**src/rtl/dac_stream_core.sv**
```systemverilog
// Multi-channel DAC output stage: buffers sample frames in a FIFO and plays them
// out time-interleaved on one data bus at a programmable slot rate.
module dac_stream_core #(
    parameter  int DAC_WIDTH   = 10,
    parameter  int NUM_CH      = 2,
    parameter  int FIFO_DEPTH  = 16,
    parameter  int PRIME_LEVEL = 4,
    localparam int LVL_W       = $clog2(FIFO_DEPTH) + 1,
    localparam int CH_W        = (NUM_CH > 1) ? $clog2(NUM_CH) : 1
) (
    input  logic                        SPLB_Clk,
    input  logic                        SPLB_Rst,
    input  logic                        Ctrl_Enable,
    input  logic [15:0]                 Ctrl_RateDiv,
    input  logic [NUM_CH-1:0]           Ctrl_ChMask,
    input  logic                        Ctrl_PwrDn,
    input  logic                        Wr_Valid,
    output logic                        Wr_Ready,
    input  logic [NUM_CH*DAC_WIDTH-1:0] Wr_Data,
    output logic [LVL_W-1:0]            Fifo_Level,
    output logic                        Stat_Underrun,
    input  logic                        Stat_UnderrunClr,
    output logic [DAC_WIDTH-1:0]        S_Data,
    output logic [CH_W-1:0]             S_ChSel,
    output logic                        S_DCLKIO,
    output logic                        S_PWRDN,
    output logic [NUM_CH-1:0]           S_OpEn
);
    localparam int PTR_W = $clog2(FIFO_DEPTH);
    localparam logic [DAC_WIDTH-1:0] MID = {1'b1, {(DAC_WIDTH-1){1'b0}}};

    typedef enum logic [1:0] {IDLE, PRIME, RUN, UNDERRUN} state_t;

    state_t                        state, nextState;
    logic [NUM_CH*DAC_WIDTH-1:0]   mem [FIFO_DEPTH];
    logic [PTR_W-1:0]              wrPtr, rdPtr;
    logic [LVL_W-1:0]              level;
    logic                          full, empty, push, pop;
    logic [NUM_CH*DAC_WIDTH-1:0]   frame;
    logic [NUM_CH-1:0]             mask;
    logic [CH_W-1:0]               chIdx, nxtCh, firstCh;
    logic                          hasNext, slotAdv, underrunEv;
    logic [15:0]                   cnt, slotD, dNew;
    logic [DAC_WIDTH-1:0]          sample;

    assign full       = (level == LVL_W'(FIFO_DEPTH));
    assign empty      = (level == '0);
    assign Wr_Ready   = SPLB_Rst & Ctrl_Enable & ~full;
    assign push       = Wr_Valid & Wr_Ready;
    assign Fifo_Level = level;
    assign dNew       = (Ctrl_RateDiv == 16'd0) ? 16'd1 : Ctrl_RateDiv;
    assign S_OpEn     = (state == RUN) ? mask : '0;
    assign S_PWRDN    = Ctrl_PwrDn | (state == IDLE);

    always_ff @(posedge SPLB_Clk)
        if (push) mem[wrPtr] <= Wr_Data;

    // Dropping Ctrl_Enable flushes the buffer in the same edge as the state change.
    always_ff @(posedge SPLB_Clk) begin
        if (!SPLB_Rst || !Ctrl_Enable) begin
            wrPtr <= '0;
            rdPtr <= '0;
            level <= '0;
        end else begin
            if (push) wrPtr <= wrPtr + 1'b1;
            if (pop)  rdPtr <= rdPtr + 1'b1;
            case ({push, pop})
                2'b10:   level <= level + 1'b1;
                2'b01:   level <= level - 1'b1;
                default: ;
            endcase
        end
    end

    // Channel walk: lowest enabled index first, then the next higher enabled one.
    always_comb begin
        firstCh = '0;
        nxtCh   = chIdx;
        hasNext = 1'b0;
        sample  = '0;
        for (int i = NUM_CH - 1; i >= 0; i--) begin
            if (Ctrl_ChMask[i]) firstCh = CH_W'(i);
            if (mask[i] && (i > int'(chIdx))) begin
                hasNext = 1'b1;
                nxtCh   = CH_W'(i);
            end
        end
        for (int i = 0; i < NUM_CH; i++)
            if (chIdx == CH_W'(i)) sample = frame[i*DAC_WIDTH +: DAC_WIDTH];
    end

    always_ff @(posedge SPLB_Clk) begin
        if (!SPLB_Rst) state <= IDLE;
        else           state <= nextState;
    end

    always_comb begin
        nextState  = state;
        pop        = 1'b0;
        slotAdv    = 1'b0;
        underrunEv = 1'b0;
        case (state)
            IDLE:     if (|Ctrl_ChMask) nextState = PRIME;
            PRIME: begin
                if (~|Ctrl_ChMask) nextState = IDLE;
                else if (level >= LVL_W'(PRIME_LEVEL)) begin
                    pop       = 1'b1;
                    nextState = RUN;
                end
            end
            RUN: begin
                if (cnt == '0) begin
                    if (hasNext)            slotAdv = 1'b1;
                    else if (~|Ctrl_ChMask) nextState = IDLE;
                    else if (empty) begin
                        nextState  = UNDERRUN;
                        underrunEv = 1'b1;
                    end else                pop = 1'b1;
                end
            end
            UNDERRUN: nextState = PRIME;
            default:  nextState = IDLE;
        endcase
        if (!Ctrl_Enable) begin
            nextState  = IDLE;
            pop        = 1'b0;
            slotAdv    = 1'b0;
            underrunEv = 1'b0;
        end
    end

    // Slot timing; the divider is sampled only at reload so a slot is never cut short.
    always_ff @(posedge SPLB_Clk) begin
        if (!SPLB_Rst) begin
            frame <= '0;
            mask  <= '0;
            chIdx <= '0;
            cnt   <= '0;
            slotD <= 16'd1;
        end else if (pop) begin
            frame <= mem[rdPtr];
            mask  <= Ctrl_ChMask;
            chIdx <= firstCh;
            cnt   <= dNew;
            slotD <= dNew;
        end else if (slotAdv) begin
            chIdx <= nxtCh;
            cnt   <= dNew;
            slotD <= dNew;
        end else if (state == RUN && cnt != '0) begin
            cnt <= cnt - 1'b1;
        end
    end

    always_ff @(posedge SPLB_Clk) begin
        if (!SPLB_Rst) begin
            S_Data   <= MID;
            S_ChSel  <= '0;
            S_DCLKIO <= 1'b0;
        end else if (nextState != RUN) begin
            S_Data   <= MID;
            S_DCLKIO <= 1'b0;
        end else begin
            S_DCLKIO <= (state == RUN) && (cnt <= (slotD >> 1));
            if (state == RUN && cnt == slotD) begin
                S_Data  <= sample;
                S_ChSel <= chIdx;
            end
        end
    end

    // Set beats clear, both on the detecting edge and during the UNDERRUN cycle.
    always_ff @(posedge SPLB_Clk) begin
        if (!SPLB_Rst)                           Stat_Underrun <= 1'b0;
        else if (underrunEv || state == UNDERRUN) Stat_Underrun <= 1'b1;
        else if (Stat_UnderrunClr)               Stat_Underrun <= 1'b0;
    end
endmodule

```
**config.mk**
```make
export PLATFORM = sky130hd
export DESIGN_NAME = dac_stream_core
export DESIGN_NICKNAME = d
export VERILOG_FILES = /design/src/rtl/dac_stream_core.sv
export SDC_FILE = /design/constraint.sdc
export NUM_CORES = 1
export LEC_CHECK = 0
export CAP_MARGIN = 20
export CORE_ASPECT_RATIO = 0.6
export CORE_MARGIN = 2
export CORE_UTILIZATION = 45
export DETAILED_ROUTE_END_ITERATION = 7
export RECOVER_POWER = 100
export SYNTH_ARGS = -nofsm -noshare
export SYNTH_HDL_FRONTEND = slang
export SYNTH_SLANG_ARGS = --single-unit
```
**constraint.sdc**
```tcl
create_clock -name SPLB_Clk -period 4.1 [get_ports SPLB_Clk]
set_input_delay 0.82 -clock SPLB_Clk [delete_from_list [all_inputs] [get_ports SPLB_Clk]]
set_output_delay 0.82 -clock SPLB_Clk [all_outputs]
set_load 0.01 [all_outputs]
```
# ---- Word-level counts from Yosys, hierarchy flattened
# Memories as Yosys holds them, arrays and structs flattened. A register that Yosys moved wholly into a read port is not among the register bits.
# Index checks and enable logic that the tools add are counted.
dict set report totals {
  ff_bits 63
  mem_bits_rw 320
  in_bits 44
  out_inout_bits 22
  wordCells 105
  n_memories 1
}
# name depth word_bits read_ports rd_ports_with_merged_regs wr line
set memory_table {}
lappend memory_table {mem 16 20 1 1 1 35} ;# logic [NUM_CH*DAC_WIDTH-1:0] mem [FIFO_DEPTH];
dict set report classes {
  add_sub_neg 5
  order_cmp 3
  n_eq_ne 8
  mux 46
  n_bitwise 7
  n_reduce_logical 23
}
# operator count
set op_table {}
lappend op_table {{two-way mux 16 bit} 6}
lappend op_table {{logical NOT 16 bit} 2}
lappend op_table {{two-way mux 1 bit} 27}
lappend op_table {{two-way mux 2 bit} 9}
lappend op_table {{== test 16 bit} 1}
lappend op_table {{<= comparator 16 x 15 -> 1 bit} 1}
lappend op_table {{nonzero test 16 bit} 1}
lappend op_table {{subtractor 16 x 1 -> 16 bit, second input constant} 1}
lappend op_table {{two-way mux 10 bit} 1}
lappend op_table {{case mux 5 bit (2 select lines)} 1}
lappend op_table {{adder 4 x 1 -> 4 bit, second input constant} 2}
lappend op_table {{case mux 2 bit (4 select lines)} 1}
lappend op_table {{nonzero test 2 bit} 4}
lappend op_table {{== test 2 bit, second input constant} 3}
lappend op_table {{adder 5 x 1 -> 5 bit, second input constant} 1}
lappend op_table {{== test 5 bit, second input constant} 1}
lappend op_table {{>= comparator 5 x 3 -> 1 bit, second input constant} 1}
lappend op_table {{logical NOT 5 bit} 1}
lappend op_table {{subtractor 5 x 1 -> 5 bit, second input constant} 1}
lappend op_table {{== test 2 x 1 -> 1 bit, second input constant} 2}
lappend op_table {{logical AND 1 bit} 4}
lappend op_table {{AND reduction 2 bit} 2}
lappend op_table {{OR reduction 2 bit} 2}
lappend op_table {{bitwise AND 1 bit} 3}
lappend op_table {{9 further kinds} 14}

# ---- Logic depth before layout (Yosys ltp)
dict set report logic_depth {
  word_depth 10
  ltp_mapped 18
  mapped_depth_nobuf 16
}

# ---- Worst setup path before layout
# Ideal clock, no wire load.
dict set report synth_timing {
  path_type {register to register}
  from {reg cnt[10]}
  to {reg level[4], in the netlist Fifo_Level[4]}
  setup_ns 0.070
  arrival_ns 3.606
  t_required_ns 4.030
  slack_ns 0.424
  path_stages_with_launch 17
  path_buffers 2
  path_cell_list {dfxtp_1 > or4_4 > or3_4 > nor4_1 > o21ai_1 > buf_2 > inv_2 > ha_1 > clkbuf_1 > xor2_1 > ha_1 > o21ai_0 > a21oi_1 > a21oi_1 > xor2_1 > or3_1 > a21oi_1}
}
dict set report synth_between {
  elab_chain_cells 6
}
# element line
set synth_lines {}
lappend synth_lines {{from (decl)} 43} ;# logic [15:0] cnt, slotD, dNew;
lappend synth_lines {{from (signal assigned)} 144} ;# cnt <= dNew;
lappend synth_lines {{from (signal assigned)} 148} ;# cnt <= dNew;
lappend synth_lines {{from (signal assigned)} 151} ;# cnt <= cnt - 1'b1;
lappend synth_lines {{logical NOT 16 bit (*)} 112} ;# if (cnt == '0) begin
lappend synth_lines {{two-way mux 1 bit (*)} 112}
lappend synth_lines {{case mux 1 bit (2 select lines) (*)} 102} ;# case (state)
lappend synth_lines {{two-way mux 1 bit (*)} 124} ;# if (!Ctrl_Enable) begin
lappend synth_lines {{via pop} 38} ;# logic full, empty, push, pop;
lappend synth_lines {{== test 2 x 1 -> 1 bit / == test 2 bit (equally long branches)} 67} ;# case ({push, pop})
lappend synth_lines {{case mux 5 bit (2 select lines) / nonzero test 2 bit (equally long branches)} -}
lappend synth_lines {{to (signal assigned)} 68} ;# 2'b10: level <= level + 1'b1;
lappend synth_lines {{to (signal assigned)} 69} ;# 2'b01: level <= level - 1'b1;
lappend synth_lines {{to (decl)} 37} ;# logic [LVL_W-1:0] level;
# Mark *: on every way through the listed nets, which the timed path passes. The rest lies on a longest branch.
# A chain may end at the register's enable or synchronous reset.

# ---- Worst setup path after layout
dict set report layout_timing {
  from {reg cnt[2]}
  to {reg level[4], in the netlist Fifo_Level[4]}
}
# The elaborated chain is that of the path after synthesis.

==> results.cfg <==
[synthesis]
yosysUniqueCellTypes = 54
async_reset_ff_share_pct = 0
synth_fp_nets = 1195
synth_most_common_cell = edfxtp_1
ys_warn_count = 0
netlist_area_um2 = 16680
synth_top_area_cell = edfxtp_1
ys_seq_area_share_pct = 67.57
synth.top_cell.area_share_pct = 57.61
synth_edf_count = 320
synthCells = 1121
synthTopCellsByCount = edfxtp_1 (320), mux2i_1 (93), nand2_1 (89), dfxtp_1 (83), nor2_1 (56)
avgSynthCellArea_um2 = 14.88
synth_seq_cells = 403
synth_ff_type = edfxtp_1
synth_area_leaders = edfxtp_1 (58%), dfxtp_1 (10%), mux2i_1 (5.6%)

[timing]
period_share_pct = 90.74
worst_pin_slew_ns = 1.272
hold_violations = 0
setup_violations = 0
rsz0062_at_grt = no
clock.fmax_ghz = 0.2688
slew_violations = 0
relSlewSlack_pct = 15.23
period_minus_slack_ns = 3.720
tns_ns = 0
skew_ns = 0.02577

[outcome]
outcome = complete, no violations

[setup_path]
arrival_ns = 4.18
crit_path_max_fanout = 8
cp-start-kind = register
critical_path_class = reg -> reg
cp_common_cell = a21oi_1
worstPathCellList = or4_1 -> or3_1 -> nor4_1 -> o21ai_4 -> inv_1 -> ha_1 -> xor2_1 -> ha_1 -> o21ai_0 -> a21oi_1 -> a21oi_1 -> xor2_1 -> or3_1 -> a21oi_1
end_kind = register
required_ns = 4.56
cpPeakStageDelay_ns = 0.68
crit_slowest_cell = or4_1

[layout]
fin_nets = 1295
area_growth_pct = 15.11
drive_gt1_share_pct = 10.96

[placed_design]
io_buffer_count = 65
place_hpwl_mm = 26.45
gp_congestion = 0.8849

[worst_hold_path]
hold_class = reg -> reg

[die]
initial_core_util_pct = 45.80
die_h_um = 153.1
placementRows = 54
die_area_um2 = 38680
io_pins = 66
die_x_um = 252.6
core-area_um2 = 36420

[clocking]
cts_tree = done
cts_buffer_depth = 3
h-tree-depth = 2
cts-hold-fix-buffers = 0
numCtsBuffers = 37
ctsResizeCount = 0
cts_root_buffer = clkbuf_16
clock_latency_ns = 0.54
cts_sinks = 403
path_clk_slew_ns = 0.07
cts_setup_buffers = 0

[global_route]
grt_max_degree = 60
grtUsageTotal_pct = 21.52
grt_first_pass_wirelength_mm = 61.40
overflow = 0
antenna_found_initial = 2
grt_pass1_vias = 9539

[route]
drc_errors = 0
antenna_left = 0
via_count = 9795
first_pass_iters = 5
avgRoutedWirePerCell_um = 23.57
drt_wl_total_mm = 40.73
viasPerCell = 5.668
drtIter0Drc = 842

[flow_run]
max-cap-violations = 0

[pwr]
p_total_mw = 8.075
peakVddDrop_mv = 0.2991
p_leak_nw = 6.035
p_per_area_nw_per_um2 = 420.6
critical path, delay by kind of cell, from the launching register on:
family                   cells  cell delay [ns]
AO/OA/AOI/OAI                5             0.56
XOR/XNOR                     2             0.32
adder cells (fa/ha/maj)      2             0.41
buffers and inverters        1             0.10
flip-flops                   1             0.39
AND/OR/NAND/NOR              4             1.85
registers in the layout (all words and copies together) (netlist names), 2 cells and up:
name,flops
state,2
slotD,16
cnt,16
S_Data,10
frame,20
rdPtr,4
wrPtr,4
mem,320
mask,2
Fifo_Level,5
power breakdown:
part | switching, mW | leakage [nW] | internal, mW
clock | 1.49 | 0.609 | 2.01
sequential | 0.00392 | 3.55 | 4.41
combinational | 0.0978 | 1.88 | 0.0607
cells in the final DEF, fill, tap and decap left out, drive strengths merged, types with 32 or more instances in the layout:
cell type and instances:
o221ai 40, edfxtp 320, nand2 89, mux2i 93
mux4 40, dfxtp 83, a21oi 45, clkbuf 86
nor2 56, dlygate4sd3 43, a21boi 32
final timing paths:
check	to	from	slack (ns)	cells after the start
worst max register to register	Fifo_Level[4]	cnt[2]	0.38	14
worst min-delay path	S_ChSel	S_ChSel	0.47	2
worst min register to register	S_ChSel	S_ChSel	0.47	2
worst max-delay path	Fifo_Level[4]	cnt[2]	0.38	14
final cells by class:
class                           instances  area, µm²
Antenna cell                            2      5.005
Clock buffer                           52       1065
Clock inverter                         16      156.4
Fill cell                            3068      17220
Inverter                               28      105.1
Multi-Input combinational cell        630       5034
Sequential cell                       403      11280
Tap cell                              476      595.6
Timing Repair Buffer                  121      964.7
cell families after synthesis:
group / synth area share [%]
and+or+nand+nor: 6.713
DFF: 67.57
xor gates and xnor gates: 2.100
muxes: 10.98
buffers and inverters: 2.108
adders and majority gates: 2.250
AOI/OAI and AO/OA: 8.281
metrics by stage:
stage | hold WS, ns | cell area [µm²] | worst slack (ns) | instances | utilization (%)
6_report | 0.4722 | 19200 | 0.3795 | 1728 | 52.72
3_5_place_dp | 0.4667 | 18190 | 0.2915 | 1658 | 49.96
2_1_floorplan | 0.4473 | 16680 | 0.4236 | 1121 | -
3_3_place_gp | 0.4491 | 18190 | 0.3322 | 1658 | 49.96
4_1_cts | 0.4749 | 19410 | 0.4166 | 1726 | 53.31
5_1_grt | 0.4970 | 19200 | 0.1579 | 1727 | 52.72
routing by layer:
| metal | GRT usage, % | vias to the layer above | routed length (µm) |
|---|---|---|---|
| met3 | 5.092 | 44 | 3256 |
| met2 | 27.84 | 328 | 15970 |
| met1 | 35.70 | 4910 | 20910 |
| met5 | 0 | - | 0 |
| li1 | - | 4513 | - |
| met4 | 5.044 | 0 | 590 |
(Power assumes the default switching activity.)
